===== config.mk =====
export PLATFORM = sky130hd
export DESIGN_NAME = sr04_ranging_ctrl_flat
export DESIGN_NICKNAME = d
export VERILOG_FILES = /design/src/rtl/sr04_ranging_ctrl_if.sv /design/src/rtl/sr04_ranging_ctrl.sv /design/src/flat_wrapper.sv
export SDC_FILE = /design/constraint.sdc
export NUM_CORES = 1
export LEC_CHECK = 0
export BUFFER_PORTS_ARGS = -buffer_cell sky130_fd_sc_hd__buf_2
export CAP_MARGIN = 20
export CORE_MARGIN = 4
export CORE_UTILIZATION = 50
export CTS_CLUSTER_DIAMETER = 60
export DETAILED_ROUTE_END_ITERATION = 16
export HOLD_SLACK_MARGIN = 0.05
export PLACE_DENSITY = 0.68
export SYNTH_ARGS = -nofsm -noshare
export SYNTH_HDL_FRONTEND = slang
export SYNTH_SLANG_ARGS = --single-unit

===== constraint.sdc =====
create_clock -name clk -period 3.5 [get_ports clk]
set_clock_uncertainty 0.2 [all_clocks]
set_input_delay 0.35 -clock clk [delete_from_list [all_inputs] [get_ports clk]]
set_output_delay 0.35 -clock clk [all_outputs]
set_load 0.005 [all_outputs]

===== src/rtl/sr04_ranging_ctrl_if.sv =====
// Signal bundle between the HC-SR04 ranging controller and its surroundings:
// request/control inputs, the sensor pins and the measurement results.
`timescale 1ns/1ps
interface sr04_ranging_ctrl_if #(
    parameter int unsigned CM_W = 12
);
    logic            start;
    logic            auto_en;
    logic            echo;
    logic            trig;
    logic [CM_W-1:0] distance_cm;
    logic            valid;
    logic            timeout_err;
    logic            busy;

    // Master drives requests and the echo pin; it sees trigger and results.
    modport master (
        output start, auto_en, echo,
        input  trig, distance_cm, valid, timeout_err, busy
    );

    // Slave is the ranging controller itself.
    modport slave (
        input  start, auto_en, echo,
        output trig, distance_cm, valid, timeout_err, busy
    );
endinterface


===== src/rtl/sr04_ranging_ctrl.sv =====
// HC-SR04 initiator: issues the trigger pulse, times the echo width in
// 1 us ticks, converts it to centimetres and strobes the result (or an
// abort) for one clock. Every measurement ends in a holdoff dead time.
`timescale 1ns/1ps
module sr04_ranging_ctrl #(
    parameter int unsigned TRIG_US         = 10,
    parameter int unsigned US_PER_CM       = 58,
    parameter int unsigned RISE_TIMEOUT_US = 30000,
    parameter int unsigned ECHO_MAX_US     = 25000,
    parameter int unsigned HOLDOFF_US      = 60000,
    parameter int unsigned CM_W            = 12
) (
    input  logic               clk,
    input  logic               reset_p,
    input  logic               clk_usec,
    sr04_ranging_ctrl_if.slave bus
);

    // One shared tick counter covers every timed state, so size it for the
    // longest interval.
    localparam int unsigned MAX_A   = (TRIG_US > RISE_TIMEOUT_US) ? TRIG_US : RISE_TIMEOUT_US;
    localparam int unsigned MAX_B   = (ECHO_MAX_US > HOLDOFF_US) ? ECHO_MAX_US : HOLDOFF_US;
    localparam int unsigned CNT_MAX = (MAX_A > MAX_B) ? MAX_A : MAX_B;
    localparam int unsigned CNT_W   = $clog2(CNT_MAX + 1);
    localparam int unsigned SUB_W   = (US_PER_CM > 1) ? $clog2(US_PER_CM) : 1;

    localparam logic [CNT_W-1:0] TRIG_LAST = CNT_W'(TRIG_US - 1);
    localparam logic [CNT_W-1:0] RISE_LAST = CNT_W'(RISE_TIMEOUT_US - 1);
    localparam logic [CNT_W-1:0] ECHO_LAST = CNT_W'(ECHO_MAX_US - 1);
    localparam logic [CNT_W-1:0] HOLD_LAST = CNT_W'(HOLDOFF_US - 1);
    localparam logic [SUB_W-1:0] SUB_LAST  = SUB_W'(US_PER_CM - 1);

    localparam logic [2:0] S_IDLE      = 3'd0;
    localparam logic [2:0] S_TRIG      = 3'd1;
    localparam logic [2:0] S_WAIT_RISE = 3'd2;
    localparam logic [2:0] S_MEASURE   = 3'd3;
    localparam logic [2:0] S_HOLDOFF   = 3'd4;

    // Centimetre counter increment that sticks at full scale instead of wrapping.
    function automatic logic [CM_W-1:0] sat_inc(input logic [CM_W-1:0] v);
        return (v == {CM_W{1'b1}}) ? v : v + CM_W'(1);
    endfunction

    logic [2:0]       state_q, state_d;
    logic [CNT_W-1:0] tick_cnt_q, tick_cnt_d;
    logic [SUB_W-1:0] sub_q, sub_d;
    logic [CM_W-1:0]  cm_q, cm_d;
    logic [CM_W-1:0]  dist_q, dist_d;
    logic             valid_q, valid_d;
    logic             timeout_err_q, timeout_err_d;
    logic             echo_p0_q, echo_p0_d;
    logic             echo_p1_q, echo_p1_d;
    logic             echo_p2_q, echo_p2_d;
    logic             echo_rise;
    logic             echo_fall;

    // echo_p0/p1 resynchronise the pin; echo_p2 is the previous value for edge detect.
    assign echo_rise = echo_p1_q & ~echo_p2_q;
    assign echo_fall = ~echo_p1_q & echo_p2_q;

    // Next-state, counter and result logic for the ranging sequence.
    always_comb begin
        state_d       = state_q;
        tick_cnt_d    = tick_cnt_q;
        sub_d         = sub_q;
        cm_d          = cm_q;
        dist_d        = dist_q;
        valid_d       = 1'b0;
        timeout_err_d = 1'b0;
        echo_p0_d     = bus.echo;
        echo_p1_d     = echo_p0_q;
        echo_p2_d     = echo_p1_q;

        case (state_q)
            S_IDLE: begin
                if (bus.start || bus.auto_en) begin
                    state_d    = S_TRIG;
                    tick_cnt_d = '0;
                end
            end
            S_TRIG: begin
                if (clk_usec) begin
                    if (tick_cnt_q == TRIG_LAST) begin
                        state_d    = S_WAIT_RISE;
                        tick_cnt_d = '0;
                    end else begin
                        tick_cnt_d = tick_cnt_q + CNT_W'(1);
                    end
                end
            end
            S_WAIT_RISE: begin
                // Only a fresh 0->1 edge starts timing; a stuck-high echo times out.
                if (echo_rise) begin
                    state_d    = S_MEASURE;
                    tick_cnt_d = '0;
                    sub_d      = '0;
                    cm_d       = '0;
                end else if (clk_usec) begin
                    if (tick_cnt_q == RISE_LAST) begin
                        state_d       = S_HOLDOFF;
                        tick_cnt_d    = '0;
                        timeout_err_d = 1'b1;
                    end else begin
                        tick_cnt_d = tick_cnt_q + CNT_W'(1);
                    end
                end
            end
            S_MEASURE: begin
                // A fall on the same cycle as the width limit still reports a distance.
                if (echo_fall) begin
                    state_d    = S_HOLDOFF;
                    tick_cnt_d = '0;
                    dist_d     = cm_q;
                    valid_d    = 1'b1;
                end else if (clk_usec) begin
                    if (tick_cnt_q == ECHO_LAST) begin
                        state_d       = S_HOLDOFF;
                        tick_cnt_d    = '0;
                        timeout_err_d = 1'b1;
                    end else begin
                        tick_cnt_d = tick_cnt_q + CNT_W'(1);
                        if (sub_q == SUB_LAST) begin
                            sub_d = '0;
                            cm_d  = sat_inc(cm_q);
                        end else begin
                            sub_d = sub_q + SUB_W'(1);
                        end
                    end
                end
            end
            S_HOLDOFF: begin
                if (clk_usec) begin
                    if (tick_cnt_q == HOLD_LAST) begin
                        state_d    = S_IDLE;
                        tick_cnt_d = '0;
                    end else begin
                        tick_cnt_d = tick_cnt_q + CNT_W'(1);
                    end
                end
            end
            default: begin
                state_d    = S_IDLE;
                tick_cnt_d = '0;
            end
        endcase
    end

    // State, counters, result and echo synchroniser registers with synchronous reset.
    always_ff @(posedge clk) begin
        if (reset_p) begin
            state_q       <= S_IDLE;
            tick_cnt_q    <= '0;
            sub_q         <= '0;
            cm_q          <= '0;
            dist_q        <= '0;
            valid_q       <= 1'b0;
            timeout_err_q <= 1'b0;
            echo_p0_q     <= 1'b0;
            echo_p1_q     <= 1'b0;
            echo_p2_q     <= 1'b0;
        end else begin
            state_q       <= state_d;
            tick_cnt_q    <= tick_cnt_d;
            sub_q         <= sub_d;
            cm_q          <= cm_d;
            dist_q        <= dist_d;
            valid_q       <= valid_d;
            timeout_err_q <= timeout_err_d;
            echo_p0_q     <= echo_p0_d;
            echo_p1_q     <= echo_p1_d;
            echo_p2_q     <= echo_p2_d;
        end
    end

    // trig decodes straight from state so it drops on the same edge that leaves TRIG.
    assign bus.trig        = (state_q == S_TRIG);
    assign bus.busy        = (state_q != S_IDLE);
    assign bus.distance_cm = dist_q;
    assign bus.valid       = valid_q;
    assign bus.timeout_err = timeout_err_q;

endmodule


===== src/flat_wrapper.sv =====
// flat-port wrapper written by rule: the top's interface ports become plain ports
module sr04_ranging_ctrl_flat 
#(
    parameter int unsigned TRIG_US         = 10,
    parameter int unsigned US_PER_CM       = 58,
    parameter int unsigned RISE_TIMEOUT_US = 30000,
    parameter int unsigned ECHO_MAX_US     = 25000,
    parameter int unsigned HOLDOFF_US      = 60000,
    parameter int unsigned CM_W            = 12
)
  (clk, reset_p, clk_usec, bus_start, bus_auto_en, bus_echo, bus_trig, bus_distance_cm, bus_valid, bus_timeout_err, bus_busy);
  sr04_ranging_ctrl_if #(.CM_W(CM_W)) bus_i ();
  input  logic clk;
  input  logic reset_p;
  input  logic clk_usec;
  input wire logic [$bits(bus_i.start)-1:0] bus_start;
  input wire logic [$bits(bus_i.auto_en)-1:0] bus_auto_en;
  input wire logic [$bits(bus_i.echo)-1:0] bus_echo;
  output wire logic [$bits(bus_i.trig)-1:0] bus_trig;
  output wire logic [$bits(bus_i.distance_cm)-1:0] bus_distance_cm;
  output wire logic [$bits(bus_i.valid)-1:0] bus_valid;
  output wire logic [$bits(bus_i.timeout_err)-1:0] bus_timeout_err;
  output wire logic [$bits(bus_i.busy)-1:0] bus_busy;
  assign bus_i.start = bus_start;
  assign bus_i.auto_en = bus_auto_en;
  assign bus_i.echo = bus_echo;
  assign bus_trig = bus_i.trig;
  assign bus_distance_cm = bus_i.distance_cm;
  assign bus_valid = bus_i.valid;
  assign bus_timeout_err = bus_i.timeout_err;
  assign bus_busy = bus_i.busy;
  sr04_ranging_ctrl #(.TRIG_US(TRIG_US), .US_PER_CM(US_PER_CM), .RISE_TIMEOUT_US(RISE_TIMEOUT_US), .ECHO_MAX_US(ECHO_MAX_US), .HOLDOFF_US(HOLDOFF_US), .CM_W(CM_W)) u_core (.clk(clk), .reset_p(reset_p), .clk_usec(clk_usec), .bus(bus_i));
endmodule

==> summary by stage <==
Run status
The run finished with clean final reports.

Yosys
Ranked by instance count, the synthesized netlist is headed by 54 x sky130_fd_sc_hd__dfxtp_1, 41 x sky130_fd_sc_hd__nor2_1, 26 x sky130_fd_sc_hd__nand2_1, 15 x sky130_fd_sc_hd__nand3_1, 14 x sky130_fd_sc_hd__a21oi_1. Counting distinct cell types in the post-synthesis netlist gives 61. The flop and latch count out of synthesis is between 50 and 60.

The most area-hungry cell type in the Yosys netlist is sky130_fd_sc_hd__dfxtp_1. The mean area per synthesized cell is roughly 8.6 sq um. The cell area after technology mapping is ~2800 sq um. The number of nets in the synthesized netlist is approximately 340.

The Yosys step of the flow raised 0 warnings. By area the synthesized netlist is led by sky130_fd_sc_hd__dfxtp_1 38%, sky130_fd_sc_hd__nor2_1 5.5%, sky130_fd_sc_hd__mux2i_1 4.6%. The cell count after synthesis came out at ~330. The most frequent cell after synthesis is sky130_fd_sc_hd__dfxtp_1. The primary flip-flop cell chosen by synthesis mapping is sky130_fd_sc_hd__dfxtp_1. The part of the Yosys area used for sequential elements is 0.385.

Counting flops with an async set or reset pin after synthesis yields a share of 0. In this run, synthesis inferred 0 flip-flops with an integrated enable. The share of the synthesized area in the top cell type is 0.385.

Worst setup path
The classification of the worst setup path is reg2reg. The endpoint of the most critical register-to-register path is u_core.state_q[0]. The kind of launch point of the worst setup path is a flip-flop. Following the worst setup path forward leads to its endpoint at u_core.state_q[0].

STA classifies the critical path endpoint as a flip-flop. STA puts the critical path data arrival time at roughly 2.9 ns. Across all register-to-register paths, the minimum setup slack is around 0.63 ns. The data required time at the worst endpoint is approximately 3.5 ns. The worst register-to-register path begins at u_core.tick_cnt_q[0].

Along the worst path, the maximum fanout reaches 10. For the worst flop-to-flop path, the logic depth is 7. The critical path starts at u_core.tick_cnt_q[0].

Global route
The number of antenna violations at the first check in global routing is 0. The layer with the highest usage after global routing is met2. The overflow left after global routing is 0.

The via count of the first global-routing pass came to roughly 2200. For met1 alone, demand over resource in global routing was 0.227. The overall fraction of global-route tracks in use is 0.181.

The first-pass GRT wire length is around 11000 um. Entering global routing, the biggest net connects 34 pins. For this run, global-route usage on met3 was measured as 0.0327. The met2 track demand over resource is 0.316.

Routing
The final routed DRC violation total is 0. After detailed routing, the number of vias per cell comes to ~5.8. The number of vias in the routed layout is between 2000 and 2500. The first routing iteration left 113 violations. After detailed routing, the average wire length per cell comes to approximately 14 um.

For this run, the detailed router's first-pass iteration total came to 4. The antenna violation net count after detailed routing is 0. After detailed routing, the total wire length is about 6000 um.

Floorplan
The effective utilization at floorplan is 0.514. Row generation in the floorplan step produced 27 rows. The die area is approximately 6900 sq um. The height of the die is just over 80 um. The core footprint is between 5000 and 6000 sq um. The number of top-level pins is 22. The die is between 80 and 90 um wide.

STA
The count of pins over their slew limit was 0. At the pin with the least slew margin, the transition time is ~0.7 ns. Headroom to the max-slew limit came out at 0.518. The worst hold-check slack is around 0.12 ns. The post-route fraction of the period consumed by the critical path is 0.819. Timing would allow up to between 300 and 400 MHz. Setup repair after global routing left no endpoint under its margin. Setup violations remaining at the end of the flow were counted as 0.

The setup TNS is 0 ns. The clock period could shrink to about 2.9 ns. The count of final hold-check violations came to 0.

Worst hold path
The tightest min-delay check is of the in2reg type. The worst hold path was traced through 3 stages.

Clocking
The H-tree was split into 2 levels. After clock tree synthesis, the clock-pin slew on the worst setup and hold paths is 0.09 ns. The clock sink count is 54. The buffer cell driving the clock tree root is sky130_fd_sc_hd__clkbuf_8. TritonCTS built the clock tree.

Once the clock tree was built, the setup fixing pass inserted 0 buffers. The number of buffers added by the clock tree synthesis step is 5. For the worst-skew pair, the clock arrives at the later sink with an insertion delay of about 0.32 ns. The clock passes through at most 2 buffers.

Layout
The number of diodes is 0. The filler cells instantiated in the layout total between 500 and 600. The net total in the final layout is between 300 and 400. The fraction of final layout cells with drive strength greater than 1 is 0.119.

The area growth from synthesis to layout is 8.81%.

Flow run
The tool flagged a number of max-cap violations equal to 0.

Power and ir drop
Power spread over the standard cell area amounts to 448 nW/um^2. The peak supply drop is 0.198 mV. In this run the static leakage power is between 0.001 and 0.0015 uW.

Placement
At the end of routability-driven placement, the weighted congestion stood at 0.822. Summed over all nets, the half-perimeter wirelength after detailed placement is 4410 um. Buffers placed on the I/O ports in this run total 21.
## cell type report
cell class                 count  area (sq um)  share of cell area
sequential                    54          1080               0.353
multi-input combinational    247          1620               0.529
clock buffer                   5          68.8              0.0225
tap                           72          90.1              0.0294
inverter                      10          37.5              0.0123
clock inverter                 3          26.3             0.00859
timing repair buffer          25           138              0.0450
## registers in the layout (all words and copies together) (netlist names)
name                    count
u_core.bus.distance_cm     12
u_core.bus.timeout_err      1
u_core.bus.valid            1
u_core.cm_q                12
u_core.echo_p0_q            1
u_core.echo_p1_q            1
u_core.echo_p2_q            1
u_core.state_q              3
u_core.sub_q                6
u_core.tick_cnt_q          16
## worst max-delay path, stage by stage (launching register included)
cell and delay (ns):
sky130_fd_sc_hd__dfxtp_1 0.44, sky130_fd_sc_hd__ha_1 0.28, sky130_fd_sc_hd__or3b_1 0.43, sky130_fd_sc_hd__nor4_4 0.33, sky130_fd_sc_hd__o22ai_1 0.22, sky130_fd_sc_hd__o31ai_4 0.46
sky130_fd_sc_hd__nand2_1 0.18, sky130_fd_sc_hd__a31o_1 0.24
## cell usage in the layout, fill, tap and decap left out, types with 6 or more instances in the layout
master	count
sky130_fd_sc_hd__nor3_1	10
sky130_fd_sc_hd__nor4_1	10
sky130_fd_sc_hd__xnor2_1	11
sky130_fd_sc_hd__nand2_1	26
sky130_fd_sc_hd__or3_1	6
sky130_fd_sc_hd__nor2_1	41
sky130_fd_sc_hd__dfxtp_1	54
sky130_fd_sc_hd__buf_2	21
sky130_fd_sc_hd__mux2i_1	13
sky130_fd_sc_hd__or4_1	8
sky130_fd_sc_hd__inv_1	9
sky130_fd_sc_hd__a21oi_1	14
sky130_fd_sc_hd__nand3_1	15
sky130_fd_sc_hd__nor2b_1	6
## report_power, final
part | switching (uW) | internal (uW) | total, uW
sequential | 46.0 | 632 | 678
clock | 214 | 147 | 361
combinational | 209 | 124 | 333
## layer usage
| layer | up-vias | part of all wire |
|---|---|---|
| li1 | 1235 | - |
| met1 | 1134 | 0.47 |
| met2 | 50 | 0.49 |
| met3 | 10 | 0.030 |
| met4 | 0 | 0.014 |
| met5 | - | 0 |
## cells by family after synthesis
kind of cell / count (synthesis) / synth area share
adder cells (fa/ha/maj): 5 / 0.0223
multiplexers: 13 / 0.0463
buffers and inverters: 25 / 0.0400
XOR/XNOR: 14 / 0.0436
AND/OR/NAND/NOR: 158 / 0.309
flip-flops: 54 / 0.385
AO/OA/AOI/OAI: 57 / 0.154
## worst min-delay path by stage
stage,from,slack [ns],end
CTS,clk_usec,0.11,u_core.bus.timeout_err
detailed placement,u_core.echo_p0_q,0.23,u_core.echo_p1_q
finish,clk_usec,0.12,u_core.bus.timeout_err
global placement,u_core.echo_p0_q,0.23,u_core.echo_p1_q
floorplan,u_core.echo_p0_q,0.21,u_core.echo_p1_q
global route,clk_usec,0.13,u_core.bus.timeout_err
## metrics by stage
| step | instances | worst slack (ns) | power, uW | area [sq um] | utilization |
|---|---|---|---|---|---|
| after floorplan | 326 | 0.875 | 949 | 2810 | - |
| after global placement | 407 | 0.718 | 1020 | 2950 | 0.540 |
| after detailed placement | 407 | 0.666 | 1020 | 2950 | 0.540 |
| after CTS | 416 | 0.644 | 1390 | 3060 | 0.559 |
| after global routing | 416 | 0.372 | 1460 | 3060 | 0.559 |
| final | 416 | 0.633 | 1370 | 3060 | 0.559 |
## repair_timing
action / 4_1_cts / 5_1_grt
hold buffers: 1 / 0
resized for setup: 0 / 0
hold endpoints to repair: 1 / 0
No activity file was read; power rests on OpenSTA's default activity.
